[config.mk]
export PLATFORM = sky130hd
export DESIGN_NAME = sha256_msg_sequencer
export DESIGN_NICKNAME = d
export VERILOG_FILES = /design/src/rtl/sha256_msg_sequencer.sv
export SDC_FILE = /design/constraint.sdc
export NUM_CORES = 2
export LEC_CHECK = 0
export ABC_AREA = 1
export BUFFER_PORTS_ARGS = -buffer_cell sky130_fd_sc_hd__buf_4
export CAP_MARGIN = 40
export CORE_AREA = 2 2 520 522
export DETAILED_ROUTE_END_ITERATION = 12
export DIE_AREA = 0 0 522 524
export SKIP_CTS_REPAIR_TIMING = 1
export SLEW_MARGIN = 20
export SYNTH_ARGS = -nofsm -noshare
export SYNTH_HDL_FRONTEND = slang
export SYNTH_SLANG_ARGS = --single-unit
[constraint.sdc]
create_clock -name clk -period 2.4 [get_ports clk]
set_input_delay 0.48 -clock clk [delete_from_list [all_inputs] [get_ports clk]]
set_output_delay 0.48 -clock clk [all_outputs]
set_load 0.05 [all_outputs]
[src/rtl/sha256_msg_sequencer.sv]
// SHA-256 message front end: collects 32-bit words, appends padding and the
// bit length, and issues 512-bit blocks to the compression core, chaining hashes.
//
// state     | meaning
// S_COLLECT | accepting message words into blk_buf
// S_PAD     | appending 0x80 marker, zero fill and bit length
// S_ISSUE   | one-cycle start pulse to the core
// S_WAIT    | waiting for core_done, then chain / rebuild / return
// S_DONE    | present digest, reset chaining value for the next message
`timescale 1ns/1ps
module sha256_msg_sequencer #(
  parameter int LEN_W = 27
) (
  input  logic              clk,
  input  logic              reset,
  input  logic              msg_valid,
  input  logic [31:0]       msg_word,
  input  logic              msg_last,
  output logic              msg_ready,
  output logic              core_start,
  output logic [15:0][31:0] core_message,
  output logic [7:0][31:0]  core_hash,
  input  logic              core_done,
  input  logic [7:0][31:0]  core_sha,
  output logic              digest_valid,
  output logic [7:0][31:0]  digest,
  output logic              busy
);

  typedef enum logic [2:0] {S_COLLECT, S_PAD, S_ISSUE, S_WAIT, S_DONE} state_t;

  localparam logic [7:0][31:0] IV = {
    32'h5be0cd19, 32'h1f83d9ab, 32'h9b05688c, 32'h510e527f,
    32'ha54ff53a, 32'h3c6ef372, 32'hbb67ae85, 32'h6a09e667
  };

  state_t              state, state_nxt;
  logic [15:0][31:0]   blk_buf;
  logic [4:0]          pos;
  logic [LEN_W-1:0]    nwords;
  logic [7:0][31:0]    chain;
  logic [7:0][31:0]    digest_q;
  logic                final_blk;
  logic                extra_blk;
  logic [31:0]         len_bits;

  assign len_bits     = 32'({nwords, 5'b00000});
  assign core_message = blk_buf;
  assign core_hash    = chain;
  assign busy         = !((state == S_COLLECT) && (pos == 5'd0));
  // The digest becomes visible in the same cycle as its valid pulse.
  assign digest       = (state == S_DONE) ? chain : digest_q;

  always_ff @(posedge clk) begin
    if (reset) state <= S_COLLECT;
    else       state <= state_nxt;
  end

  always_comb begin
    state_nxt    = state;
    msg_ready    = 1'b0;
    core_start   = 1'b0;
    digest_valid = 1'b0;
    case (state)
      S_COLLECT: begin
        msg_ready = 1'b1;
        if (msg_valid) begin
          if (msg_last)            state_nxt = S_PAD;
          else if (pos == 5'd15)   state_nxt = S_ISSUE;
        end
      end
      S_PAD:   state_nxt = S_ISSUE;
      S_ISSUE: begin
        core_start = 1'b1;
        state_nxt  = S_WAIT;
      end
      S_WAIT: begin
        if (core_done) begin
          if (final_blk)      state_nxt = S_DONE;
          else if (extra_blk) state_nxt = S_ISSUE;
          else                state_nxt = S_COLLECT;
        end
      end
      S_DONE: begin
        digest_valid = 1'b1;
        state_nxt    = S_COLLECT;
      end
      default: state_nxt = S_COLLECT;
    endcase
  end

  always_ff @(posedge clk) begin
    if (reset) begin
      blk_buf   <= '0;
      pos       <= '0;
      nwords    <= '0;
      chain     <= IV;
      digest_q  <= '0;
      final_blk <= 1'b0;
      extra_blk <= 1'b0;
    end else begin
      case (state)
        S_COLLECT: begin
          if (msg_valid) begin
            blk_buf[pos[3:0]] <= msg_word;
            pos               <= pos + 5'd1;
            nwords            <= nwords + LEN_W'(1);
            if (!msg_last && (pos == 5'd15)) final_blk <= 1'b0;
          end
        end
        S_PAD: begin
          for (int i = 0; i < 16; i++) begin
            if (5'(i) > pos) blk_buf[i] <= 32'h0;
          end
          if (pos <= 5'd15) blk_buf[pos[3:0]] <= 32'h80000000;
          if (pos <= 5'd13) begin
            blk_buf[14] <= 32'h0;
            blk_buf[15] <= len_bits;
            final_blk   <= 1'b1;
          end else begin
            // No room for the length field: it goes into a trailing block.
            extra_blk <= 1'b1;
            final_blk <= 1'b0;
          end
        end
        S_WAIT: begin
          if (core_done) begin
            chain <= core_sha;
            if (!final_blk) begin
              if (extra_blk) begin
                blk_buf     <= '0;
                blk_buf[0]  <= (pos == 5'd16) ? 32'h80000000 : 32'h0;
                blk_buf[15] <= len_bits;
                final_blk   <= 1'b1;
                extra_blk   <= 1'b0;
              end else begin
                pos <= '0;
              end
            end
          end
        end
        S_DONE: begin
          digest_q  <= chain;
          chain     <= IV;
          pos       <= '0;
          nwords    <= '0;
          final_blk <= 1'b0;
          extra_blk <= 1'b0;
        end
        default: ;
      endcase
    end
  end

endmodule

== Word level (Yosys, flattened, before mapping) ==
Index checks and enable logic that the tools add are counted.

* Div/mod/pow operators: 0
* Multiply operators: 0
* Magnitude comparators: 20
* $add $sub $neg: 2
* Shifts and indexed selects: 0
* Muxes and demuxes: 90
* Eq/ne operators: 14
* Reduce and logical (&&, ||, !) cells: 20
* Bitwise operators: 3

{| class="wikitable"
|+ Operator list
! kind !! count
|-
| 2-to-1 mux 512 bit || 5
|-
| 2-to-1 mux 32 bit || 50
|-
| one-hot mux 512 bit (3 select lines) || 1
|-
| bitwise mux 512 bit || 1
|-
| 2-to-1 mux 256 bit || 2
|-
| one-hot mux 256 bit (2 select lines) || 1
|-
| bitwise AND 496 bit || 1
|-
| NOT 496 bit || 1
|-
| demux 32 bit (select 4 bit) || 1
|-
| 2-to-1 mux 64 bit || 1
|-
| one-hot mux 27 bit (2 select lines) || 1
|-
| greater-than comparator 4 x 5 -> 1 bit (first input constant) || 8
|-
| adder 27 x 1 -> 27 bit (second input constant) || 1
|-
| 2-to-1 mux 27 bit || 1
|-
| greater-than comparator 3 x 5 -> 1 bit (first input constant) || 4
|-
| 2-to-1 mux 5 bit || 4
|-
| bitwise OR 16 bit || 1
|-
| 2-to-1 mux 3 bit || 5
|-
| one-hot mux 5 bit (3 select lines) || 1
|-
| 2-to-1 mux 1 bit || 12
|-
| != test 2 bit (second input constant) || 6
|-
| one-hot mux 3 bit (4 select lines) || 1
|-
| greater-than comparator 1 x 5 -> 1 bit (first input constant) || 2
|-
| greater-than comparator 2 x 5 -> 1 bit (first input constant) || 2
|-
| other kinds (25) || 36
|}

* Memory bits (writable): 0
* Bits of input ports: 293
* Latch bits: 0
* Memories kept: 0
* Register bits after elaboration: 1061
* ROM bits: 0

== Logic depth before layout (Yosys ltp) ==
* Word-level depth: 9
* Mapped depth: 15
* Mapped depth without buffers: 12

== Least setup slack after synthesis ==
No wires, ideal clock.

* Path kind: register to output
* Start: reg state[1]
* End: out digest[246] in the netlist's numbering
* Path slack: -0.200 ns
* Arrival time: 2.120 ns
* Required time: 1.920 ns
* Path buffers: 2
* Cell stages (with the launch flop): 9
* Cell sequence: dfxtp_1 > clkbuf_2 > nor2_2 > inv_1 > nor2_2 > clkbuf_1 > or2_2 > o21ai_0 > inv_1

{| class="wikitable"
|+ RTL lines
! item !! RTL line !! RTL
|-
| start, declared || 37 || <nowiki>state_t state, state_nxt;</nowiki>
|-
| start signal, assigned || 56 || <nowiki>else state <= state_nxt;</nowiki>
|-
| end, declared || 26 || <nowiki>output logic [7:0][31:0] digest,</nowiki>
|}

==> results.py <==
metrics = {
    "floorplanning": {
        "die_w_um": 522,
        "num_io_pins": 1321,
        "die_h_um": 524,
        "std_cell_rows": 190,
        "die_area_mm2": 0.2735,
        "core_mm2": 0.2674,
        "initial_utilization_pct": 16.41,
    },
    "final_layout": {
        "drive_gt1_share_pct": 31.98,
        "post-route-util_pct": 25.69,
        "nets": 7825,
        "layout_common_cells": "buf_4 (1385), nand2_1 (1368), dfxtp_1 (1059), nand3_1 (813), a21oi_1 (668)",
        "area_growth_pct": 56.50,
        "layout_commonest_cell": "buf_4",
    },
    "power_and_ir_drop": {
        "power.density_mw_per_mm2": 896.4,
        "ir_worst_vdd_mv": 0.6788,
        "p_seq_share_pct": 32.6,
        "p_sw_mw": 25.43,
        "power.share.clock_pct": 32.3,
        "swShare_pct": 41.30,
        "p_leak_nw": 31.45,
        "p_int_mw": 36.15,
        "power_frac_comb_pct": 35.1,
    },
    "timing": {
        "hold_viol": 0,
        "fin_hold_ws_ns": 0.03872,
        "fin_crit_sh_pct": 127.0,
        "worst_pin_slew_ns": 0.9164,
        "setup_viol": 263,
        "maxSlewHeadroom_pct": 38.91,
        "setup_ws_ns": -0.6485,
        "period_needed_ns": 3.049,
        "fmax_mhz": 328.0,
        "rsz0062_at_grt": "true",
        "skew_ns": 0.07069,
        "drv_slew": 0,
    },
    "critical_path": {
        "rrSetupSlack_ns": -0.01,
        "critical-path-slowest-cell": "dfxtp_2",
        "cp_max_fo": 41,
        "endpoint_kind": "output pin",
        "crit_type": "flop to output pin",
        "path_delay_family": "buffers and inverters",
        "cpPeakStageDelay_ns": 0.33,
        "cp_cell_sequence": "nor2_4 -> inv_2 -> nor2_4 -> buf_12 -> inv_12 -> buf_12 -> o21ai_0 -> inv_1 -> buf_4",
        "start_kind": "flop",
        "cp.buffers_inverters": 6,
        "critPathRequiredTime_ns": 1.92,
        "cp.arrival_ns": 2.57,
    },
    "logic_synthesis": {
        "synth_top_area_cell": "dfxtp_1",
        "yosysUniqueCellTypes": 35,
        "synth_area_mm2": 0.04390,
        "ys_seq_area_share_pct": 48.39,
        "syn_area_per_cell_um2": 7.329,
        "ys_warn_count": 0,
        "syn_nets": 6289,
        "synth-seq-cells": 1061,
        "syn_inst": 5990,
        "synth_top_area_share_pct": 48.39,
        "ys_top_cells_by_area": "dfxtp_1 (48%), nand2_1 (12%), nand3_1 (9.3%), a21oi_1 (7.6%), or2_2 (3.7%)",
    },
    "grt": {
        "grt_pass1_wl_mm": 354.0,
        "grt_pass1_vias": 42760,
        "antenna_found_initial": 36,
        "grt-ovfl-total": 0,
        "grt_max_degree": 88,
        "track_usage_pct": 18.36,
    },
    "outcome": {
        "status": "finished with violations",
        "violations": "negative setup slack",
    },
    "placement": {
        "preCtsSetupSlack_ns": -0.03865,
        "post-dp-hpwl_mm": 205.0,
        "port_buffers": 1320,
        "gp_congestion": 0.9107,
    },
    "route": {
        "first_pass_iters": 5,
        "postRouteAntennaNets": 0,
        "via_per_inst": 4.396,
        "num_vias": 49190,
        "drc": 0,
        "routed_wl_mm": 273.1,
        "wl_per_cell_um": 24.41,
        "drtIter0Drc": 4996,
    },
    "cts": {
        "clock_path_buffers": 3,
        "numCtsBuffers": 119,
        "cts_sinks": 1061,
        "tritoncts": "yes",
        "h-tree-depth": 3,
        "clk_latency_ns": 0.80,
        "clkTransAtPathRegs_ns": 0.06,
        "clockRootBuffer": "clkbuf_16",
    },
    "hold_path": {
        "hold_path_class": "input port to flop",
    },
    "job": {
        "cap_violations": 0,
    },
}
## cell families after synthesis
kind of cell | after synthesis | synth area share (%)
AO/OA/AOI/OAI | 1093 | 14.21
adder cells (fa/ha/maj) | 6 | 0.1710
buffers and inverters | 915 | 8.217
flip-flops | 1061 | 48.39
AND/OR/NAND/NOR | 2915 | 29.01
## worst min-delay path, cell delays in order
cell,delay (ns)
buf_4,0.08
nand2_1,0.11
nand3_1,0.10
## final cells by class
type / count / area (um2)
fill: 29030 / 198700
antenna: 14 / 35.03
timing repair buffer: 1909 / 17290
sequential: 1061 / 21240
inverter: 421 / 1598
clock buffer: 173 / 3481
tap: 3552 / 4444
multi-input combinational: 4014 / 19880
clock inverter: 46 / 728.2
## routing by layer
metal	GRT usage, %	wire, um	vias to the layer above
met5	0	10	-
met4	9.207	16310	2
met3	4.261	23360	500
met2	30.17	126700	2588
met1	22.38	106700	23410
li1	-	-	22690
## stage by stage
step	power (mW)	TNS, ns	area, um2	instances
floorplan	30.36	0	43910	5990
global placement	41.61	0	60460	10680
detailed placement	41.63	-0.08484	60500	10680
CTS	61.53	-185.77	64700	10900
global route	63.60	-178.10	68690	11190
finish	61.58	-140.25	68700	11190
## Yosys cell counts
cell type / count
nand4_1: 12
inv_2: 5
nor2_1: 420
nand3b_1: 3
o21ai_2: 1
buf_1: 32
nor2_4: 2
clkbuf_1: 336
nand2_2: 1
and2_1: 1
inv_1: 414
nand3_1: 818
or2_2: 257
o221a_2: 120
a31oi_1: 1
nand4_2: 1
a211oi_1: 2
a21boi_0: 1
clkbuf_2: 1
clkinv_1: 2
nor4_1: 2
a21o_1: 1
buf_4: 6
nand3_2: 1
nand2_1: 1371
o21ai_1: 1
ha_1: 6
nor3b_1: 2
nor2_2: 7
a2bb2oi_1: 1
buf_2: 119
nor3_1: 17
o21ai_0: 297
a21oi_1: 668
dfxtp_1: 1061
## power by group through the flow
stage / combinational, mW / clock, mW / sequential, mW
after global routing: 22.6 / 20.8 / 20.1
after global placement: 21.2 / 0 / 20.4
after floorplan: 7.41 / 0 / 23.0
after CTS: 21.3 / 20.2 / 20.0
final: 21.6 / 19.9 / 20.1
after detailed placement: 21.3 / 0 / 20.4
## path summary, 6_finish.rpt
path / from / endpoint / cells past startpoint
setup / recovery: state[1]$_SDFFE_PP0P_ / digest[128] / 9
hold / removal: core_sha[110] / core_hash[110]$_SDFFE_PP1P_ / 3
hold reg to reg: flop / flop / 2
setup reg to reg: pos[3]$_SDFFE_PP0P_ / flop / 10
(Power assumes the default switching activity.)
